## src/rtl/branch_resolve_if.sv

```systemverilog
// Handshake and result bundle between the decode stage and the branch resolve unit.
// The master side issues branch requests and the slave side resolves them.
interface branch_resolve_if #(
  parameter int WIDTH     = 32,
  parameter int PC_WIDTH  = 32,
  parameter int CNT_WIDTH = 16
);
  logic                 kill;
  logic                 in_valid;
  logic                 in_ready;
  logic [2:0]           mode;
  logic [WIDTH-1:0]     rs_data;
  logic [WIDTH-1:0]     rt_data;
  logic                 rs_ready;
  logic                 rt_ready;
  logic [PC_WIDTH-1:0]  pc_plus4;
  logic [15:0]          offset;
  logic                 out_valid;
  logic                 taken;
  logic [PC_WIDTH-1:0]  target;
  logic                 illegal;
  logic                 flush;
  logic                 stall;
  logic [CNT_WIDTH-1:0] branch_count;
  logic [CNT_WIDTH-1:0] taken_count;
  logic [CNT_WIDTH-1:0] stall_count;

  modport master (
    output kill, in_valid, mode, rs_data, rt_data, rs_ready, rt_ready, pc_plus4, offset,
    input  in_ready, out_valid, taken, target, illegal, flush, stall,
           branch_count, taken_count, stall_count
  );

  modport slave (
    input  kill, in_valid, mode, rs_data, rt_data, rs_ready, rt_ready, pc_plus4, offset,
    output in_ready, out_valid, taken, target, illegal, flush, stall,
           branch_count, taken_count, stall_count
  );
endinterface

```

## src/rtl/branch_resolve_unit.sv

```systemverilog
// Decode-stage branch resolver: waits for forwarded operands, evaluates the condition,
// computes the target and keeps saturating branch/taken/stall counters.
module branch_resolve_unit #(
  parameter int WIDTH     = 32,
  parameter int PC_WIDTH  = 32,
  parameter int CNT_WIDTH = 16
) (
  input logic              clock,
  input logic              reset,
  branch_resolve_if.slave  bus
);

  typedef enum logic [1:0] {IDLE, WAIT_OPS, RESOLVE} state_t;

  state_t                state_q, state_d;
  logic [2:0]            mode_q;
  logic [PC_WIDTH-1:0]   pc_q;
  logic [15:0]           off_q;
  logic                  taken_q, illegal_q;
  logic [PC_WIDTH-1:0]   target_q;
  logic [CNT_WIDTH-1:0]  branchCnt_q, takenCnt_q, stallCnt_q;

  logic                  inReady, accept, opsReady, resolveNow;
  logic [2:0]            effMode;
  logic [PC_WIDTH-1:0]   effPc;
  logic [15:0]           effOff;
  logic                  condTaken, condIllegal;
  logic [PC_WIDTH-1:0]   condTarget;
  logic                  rsNeg, rsZero;

  // A fresh accept evaluates the live request fields; a waiting branch uses the latched copy.
  always_comb begin
    inReady = ((state_q == IDLE) || (state_q == RESOLVE)) && !bus.kill;
    accept  = inReady && bus.in_valid;
    effMode = accept ? bus.mode     : mode_q;
    effPc   = accept ? bus.pc_plus4 : pc_q;
    effOff  = accept ? bus.offset   : off_q;
    opsReady = ((effMode > 3'd5) || bus.rs_ready) && ((effMode > 3'd1) || bus.rt_ready);
  end

  always_comb begin
    state_d    = state_q;
    resolveNow = 1'b0;
    case (state_q)
      IDLE, RESOLVE: begin
        state_d = IDLE;
        if (accept) begin
          state_d    = opsReady ? RESOLVE : WAIT_OPS;
          resolveNow = opsReady;
        end
      end
      WAIT_OPS: begin
        if (bus.kill) begin
          state_d = IDLE;
        end else if (opsReady) begin
          state_d    = RESOLVE;
          resolveNow = 1'b1;
        end
      end
      default: state_d = IDLE;
    endcase
  end

  always_comb begin
    rsNeg       = bus.rs_data[WIDTH-1];
    rsZero      = (bus.rs_data == '0);
    condIllegal = (effMode == 3'b111);
    condTarget  = effPc + {{(PC_WIDTH-18){effOff[15]}}, effOff, 2'b00};
    case (effMode)
      3'd0:    condTaken = (bus.rs_data == bus.rt_data);
      3'd1:    condTaken = (bus.rs_data != bus.rt_data);
      3'd2:    condTaken = rsNeg || rsZero;
      3'd3:    condTaken = !rsNeg && !rsZero;
      3'd4:    condTaken = rsNeg;
      3'd5:    condTaken = !rsNeg;
      3'd6:    condTaken = 1'b1;
      default: condTaken = 1'b0;
    endcase
  end

  always_ff @(posedge clock) begin
    if (reset) state_q <= IDLE;
    else       state_q <= state_d;
  end

  always_ff @(posedge clock) begin
    if (reset) begin
      mode_q    <= '0;
      pc_q      <= '0;
      off_q     <= '0;
      taken_q   <= 1'b0;
      illegal_q <= 1'b0;
      target_q  <= '0;
    end else begin
      if (accept) begin
        mode_q <= bus.mode;
        pc_q   <= bus.pc_plus4;
        off_q  <= bus.offset;
      end
      if (resolveNow) begin
        taken_q   <= condTaken;
        illegal_q <= condIllegal;
        target_q  <= condTarget;
      end
    end
  end

  // Counters stick at all-ones instead of wrapping.
  always_ff @(posedge clock) begin
    if (reset) begin
      branchCnt_q <= '0;
      takenCnt_q  <= '0;
      stallCnt_q  <= '0;
    end else begin
      if ((state_q == RESOLVE) && (branchCnt_q != '1))
        branchCnt_q <= branchCnt_q + 1'b1;
      if ((state_q == RESOLVE) && taken_q && (takenCnt_q != '1))
        takenCnt_q <= takenCnt_q + 1'b1;
      if ((state_q == WAIT_OPS) && (stallCnt_q != '1))
        stallCnt_q <= stallCnt_q + 1'b1;
    end
  end

  assign bus.in_ready     = inReady;
  assign bus.out_valid    = (state_q == RESOLVE);
  assign bus.taken        = taken_q;
  assign bus.target       = target_q;
  assign bus.illegal      = illegal_q;
  assign bus.flush        = (state_q == RESOLVE) && taken_q;
  assign bus.stall        = (state_q == WAIT_OPS);
  assign bus.branch_count = branchCnt_q;
  assign bus.taken_count  = takenCnt_q;
  assign bus.stall_count  = stallCnt_q;

endmodule
```

## src/flat_wrapper.sv

```systemverilog
// flat-port wrapper written by rule: the top's interface ports become plain ports
module branch_resolve_unit_flat 
#(
  parameter int WIDTH     = 32,
  parameter int PC_WIDTH  = 32,
  parameter int CNT_WIDTH = 16
)
  (clock, reset, bus_kill, bus_in_valid, bus_mode, bus_rs_data, bus_rt_data, bus_rs_ready, bus_rt_ready, bus_pc_plus4, bus_offset, bus_in_ready, bus_out_valid, bus_taken, bus_target, bus_illegal, bus_flush, bus_stall, bus_branch_count, bus_taken_count, bus_stall_count);
  branch_resolve_if #(.WIDTH(WIDTH), .PC_WIDTH(PC_WIDTH), .CNT_WIDTH(CNT_WIDTH)) bus_i ();
  input logic clock;
  input logic reset;
  input wire logic [$bits(bus_i.kill)-1:0] bus_kill;
  input wire logic [$bits(bus_i.in_valid)-1:0] bus_in_valid;
  input wire logic [$bits(bus_i.mode)-1:0] bus_mode;
  input wire logic [$bits(bus_i.rs_data)-1:0] bus_rs_data;
  input wire logic [$bits(bus_i.rt_data)-1:0] bus_rt_data;
  input wire logic [$bits(bus_i.rs_ready)-1:0] bus_rs_ready;
  input wire logic [$bits(bus_i.rt_ready)-1:0] bus_rt_ready;
  input wire logic [$bits(bus_i.pc_plus4)-1:0] bus_pc_plus4;
  input wire logic [$bits(bus_i.offset)-1:0] bus_offset;
  output wire logic [$bits(bus_i.in_ready)-1:0] bus_in_ready;
  output wire logic [$bits(bus_i.out_valid)-1:0] bus_out_valid;
  output wire logic [$bits(bus_i.taken)-1:0] bus_taken;
  output wire logic [$bits(bus_i.target)-1:0] bus_target;
  output wire logic [$bits(bus_i.illegal)-1:0] bus_illegal;
  output wire logic [$bits(bus_i.flush)-1:0] bus_flush;
  output wire logic [$bits(bus_i.stall)-1:0] bus_stall;
  output wire logic [$bits(bus_i.branch_count)-1:0] bus_branch_count;
  output wire logic [$bits(bus_i.taken_count)-1:0] bus_taken_count;
  output wire logic [$bits(bus_i.stall_count)-1:0] bus_stall_count;
  assign bus_i.kill = bus_kill;
  assign bus_i.in_valid = bus_in_valid;
  assign bus_i.mode = bus_mode;
  assign bus_i.rs_data = bus_rs_data;
  assign bus_i.rt_data = bus_rt_data;
  assign bus_i.rs_ready = bus_rs_ready;
  assign bus_i.rt_ready = bus_rt_ready;
  assign bus_i.pc_plus4 = bus_pc_plus4;
  assign bus_i.offset = bus_offset;
  assign bus_in_ready = bus_i.in_ready;
  assign bus_out_valid = bus_i.out_valid;
  assign bus_taken = bus_i.taken;
  assign bus_target = bus_i.target;
  assign bus_illegal = bus_i.illegal;
  assign bus_flush = bus_i.flush;
  assign bus_stall = bus_i.stall;
  assign bus_branch_count = bus_i.branch_count;
  assign bus_taken_count = bus_i.taken_count;
  assign bus_stall_count = bus_i.stall_count;
  branch_resolve_unit #(.WIDTH(WIDTH), .PC_WIDTH(PC_WIDTH), .CNT_WIDTH(CNT_WIDTH)) u_core (.clock(clock), .reset(reset), .bus(bus_i));
endmodule
```

## config.mk

```make
export PLATFORM = sky130hd
export DESIGN_NAME = branch_resolve_unit_flat
export DESIGN_NICKNAME = d
export VERILOG_FILES = /design/src/rtl/branch_resolve_if.sv /design/src/rtl/branch_resolve_unit.sv /design/src/flat_wrapper.sv
export SDC_FILE = /design/constraint.sdc
export NUM_CORES = 1
export LEC_CHECK = 0
export ABC_CLOCK_PERIOD_IN_PS = 5900
export BUFFER_PORTS_ARGS = -buffer_cell sky130_fd_sc_hd__buf_2
export CORE_UTILIZATION = 53
export DETAILED_ROUTE_END_ITERATION = 7
export GPL_TIMING_DRIVEN = 0
export PLACE_DENSITY = 0.83
export SYNTH_ARGS = -nofsm -noshare
export SYNTH_HDL_FRONTEND = slang
export SYNTH_SLANG_ARGS = --single-unit
```

## constraint.sdc

```tcl
create_clock -name clock -period 5.9 [get_ports clock]
set_input_delay 0.295 -clock clock [delete_from_list [all_inputs] [get_ports clock]]
set_output_delay 0.295 -clock clock [all_outputs]
set_load 0.02 [all_outputs]
```

==> impl_metrics.py <==
metrics = {
    "outcome": {
        "status": "complete, no violations",
    },
    "die": {
        "dieArea_um2": 14800,
        "start_util_pct": 54.5,
        "dieHeight_um": 122,
        "core-area_um2": 13900,
        "placementRows": 43,
        "die_w_um": 122,
        "io-pin-count": 207,
    },
    "yosys": {
        "synth_adder_area_share_pct": 4.35,
        "postSynthAreaPerCell_um2": 7.99,
        "ys_top_cells_by_area": "dfxtp_1 36%, nand2_1 9.3%, xor2_1 7.1%, a21oi_1 6.1%, xnor2_1 4.8%",
        "yosys.cell_count.top_type": "nand2_1",
        "synth_xor_area_share_pct": 12.0,
        "synth_compound_area_share_pct": 16.0,
        "yosysUniqueCellTypes": 66,
        "synth_edf_count": 0,
        "yosysTopAreaCell": "dfxtp_1",
        "async_flop_share_pct": 0,
        "yosys.area_share.simple_pct": 25.3,
        "yosysSeqAreaShare_pct": 35.6,
        "synth_top_family_by_area": "simple AND/OR/NAND/NOR gates",
        "netlist_instances": 950,
        "synth_warnings": 0,
        "ys_ff_latch": 135,
        "synth.top_cell.area_share_pct": 35.6,
        "synthesis.area_um2": 7590,
        "synth_mux_area_share_pct": 3.79,
        "synth_common_cells": "188 x nand2_1, 135 x dfxtp_1, 93 x a21oi_1",
        "ys.flop_type": "dfxtp_1",
        "synth_fp_nets": 1096,
    },
    "critical_path": {
        "worstSetupStartpoint": "u_core.state_q[0]",
        "cp_max_fo": 10,
        "critPathLaunchType": "register",
        "rr_worst_depth": 18,
        "cp_cell_sequence": "nor3b_2 -> buf_2 -> buf_2 -> clkbuf_1 -> buf_1 -> nand2_1 -> nand2_1 -> ha_1 -> fa_1 -> a211oi_1 -> o21ai_0 -> a221oi_1 -> nor4_2 -> nand4_1 -> a21oi_1 -> o211ai_1 -> a2111o_1 -> nand3_1",
        "endpoint": "u_core.bus.target[24]",
        "cpMaxStageDelayCell": "nor3b_2",
        "r2r_end": "u_core.bus.target[24]",
        "endpoint_kind": "register",
        "crit_required_ns": 6.27,
        "max_stage_delay_ns": 0.70,
        "regToRegSetupSlack_ns": 0.26,
        "path_class": "reg -> reg",
        "crit_arrival_ns": 6.01,
        "rr_startpoint": "u_core.state_q[0]",
    },
    "worst_hold_path": {
        "holdCritPathClass": "in -> reg",
        "hold_start": "bus_pc_plus4[8]",
    },
    "sta": {
        "period_share_pct": 95.6,
        "setup_ws_ns": 0.260,
        "rsz0062_at_grt": "no",
        "min_period_ns": 5.64,
        "slew_violations": 0,
        "hold_viol_final": 0,
        "worstMarginPinSlew_ns": 0.780,
        "relSlewSlack_pct": 46.5,
        "fin_skew_ns": 0.00766,
        "max_freq_mhz": 177,
        "setup_viol": 0,
        "whs_ns": 0.128,
        "tns_ns": 0,
    },
    "drt": {
        "totalWireLength_um": 21800,
        "num_vias": 7661,
        "wl_per_cell_um": 15.9,
        "drc": 0,
        "dr.pass1.iters": 5,
        "antenna_left": 0,
        "dr.first_iter.drc_count": 423,
        "vias_per_cell": 5.60,
    },
    "place": {
        "dp_hpwl_um": 16500,
        "port_buffers": 205,
        "pre_cts_ws_ns": 0.430,
        "dp_cells": 1335,
        "dpl-instance-area_um2": 8850,
        "globalplace.congestion": 0.969,
    },
    "layout": {
        "final_cell_area_um2": 9420,
        "drive_gt1_share_pct": 21.8,
        "nNetsFinal": 1320,
        "area_growth_syn_to_layout_pct": 24.1,
        "final_cells": 1367,
    },
    "power_and_ir_drop": {
        "leakage_nw": 4.25,
        "vdd_drop_max_mv": 0.184,
        "powerDensity_nw_per_um2": 253,
    },
    "grt": {
        "grt_pass1_vias": 7180,
        "antenna_found_initial": 1,
        "track_usage_pct": 29.6,
        "grt_pass1_wl_um": 33700,
        "grt_max_degree": 17,
        "overflow": 0,
    },
    "clocking": {
        "cts_tree": "done",
        "cts.path.max_buffers": 2,
        "path_clk_slew_ns": 0.06,
        "root_buffer": "clkbuf_16",
        "h-tree-depth": 4,
        "cts-buffers-inserted": 17,
        "cts.sinks": 135,
        "holdBufCountCts": 0,
        "insertion_delay_ns": 0.43,
        "cts_resized": 0,
        "post_cts_buffers": 0,
    },
    "job": {
        "maxCapViolations": 0,
    },
}
## placed cells by master (no fill, tap or decap), types with 11 or more instances in the layout
cell       count
mux2i_1       22
nor4_1        18
a21o_1        13
nor2_1        89
a21oi_1       93
dfxtp_1      135
a211oi_1      11
nand3_1       29
or3_1         15
clkbuf_1      25
nor3_1        14
clkbuf_16     17
o21ai_0       27
xor2_1        62
xnor2_1       42
nand2_1      188
nand4_1       20
buf_2        212
ha_1          24
## critical path, delay by kind of cell, from the launching register on
kind,cells,cell delay (ns)
AO/OA/AOI/OAI,6,1.56
adder cells (fa/ha/maj),2,0.42
buffers and inverters,4,1.61
flip-flops,1,0.35
AND/OR/NAND/NOR,6,1.64
## how the worst min path moves through the flow
stage                                  endpoint  slack, ns  cells after the start
after floorplan                 u_core.off_q[7]       0.43                      2
after global placement     u_core.bus.target[8]       0.44                      2
after detailed placement  u_core.bus.target[16]       0.44                      2
after CTS                       u_core.off_q[4]       0.12                      3
after global routing            u_core.off_q[5]       0.14                      3
final                            u_core.pc_q[8]       0.13                      3
## layer usage
metal  share of wire (%)  global-route usage (%)  vias up
li1                    -                       -     3795
met3                 6.6                    6.55       78
met5                   0                       0        -
met2                  48                    51.0      298
met4                 4.8                    18.2        0
met1                  40                    33.2     3490
## flip-flops by register name (all words and copies together), names as in the netlist
name,count
u_core.state_q,2
u_core.mode_q,3
u_core.bus.taken,1
u_core.bus.branch_count,16
u_core.bus.taken_count,16
u_core.bus.target,32
u_core.pc_q,32
u_core.bus.illegal,1
u_core.off_q,16
u_core.bus.stall_count,16
## kinds of logic (layout without fill, tap and decap cells)
logic type,count (synthesis),in the layout
mux,25,25
simple gates,417,417
buf+inv,48,284
other cells,0,1
flops,135,135
fa+ha+maj,26,26
compound gates,195,195
xor+xnor,104,104
## cell type report
class                   instances  area [um2]
diodes                          1        2.50
plain buffers                  39         190
clock buffers                  23         478
clock inverters                 8        97.6
fillers                      1180        4510
inverters                       9        33.8
multi-input cells             767        4670
flip-flops and latches        135        2700
well taps                     180         225
repair buffers                205        1030
## per-stage QoR
step,utilization (%),total power [mW]
2_1_floorplan,-,1.22
3_3_place_gp,63.5,1.35
3_5_place_dp,63.5,1.36
4_1_cts,67.6,2.39
5_1_grt,67.6,2.48
6_report,67.6,2.39
## power breakdown
| part | switching, mW | internal [mW] |
|---|---|---|
| logic | 0.239 | 0.152 |
| registers | 0.0149 | 0.940 |
| clock network | 0.391 | 0.650 |
(Power assumes the default switching activity.)
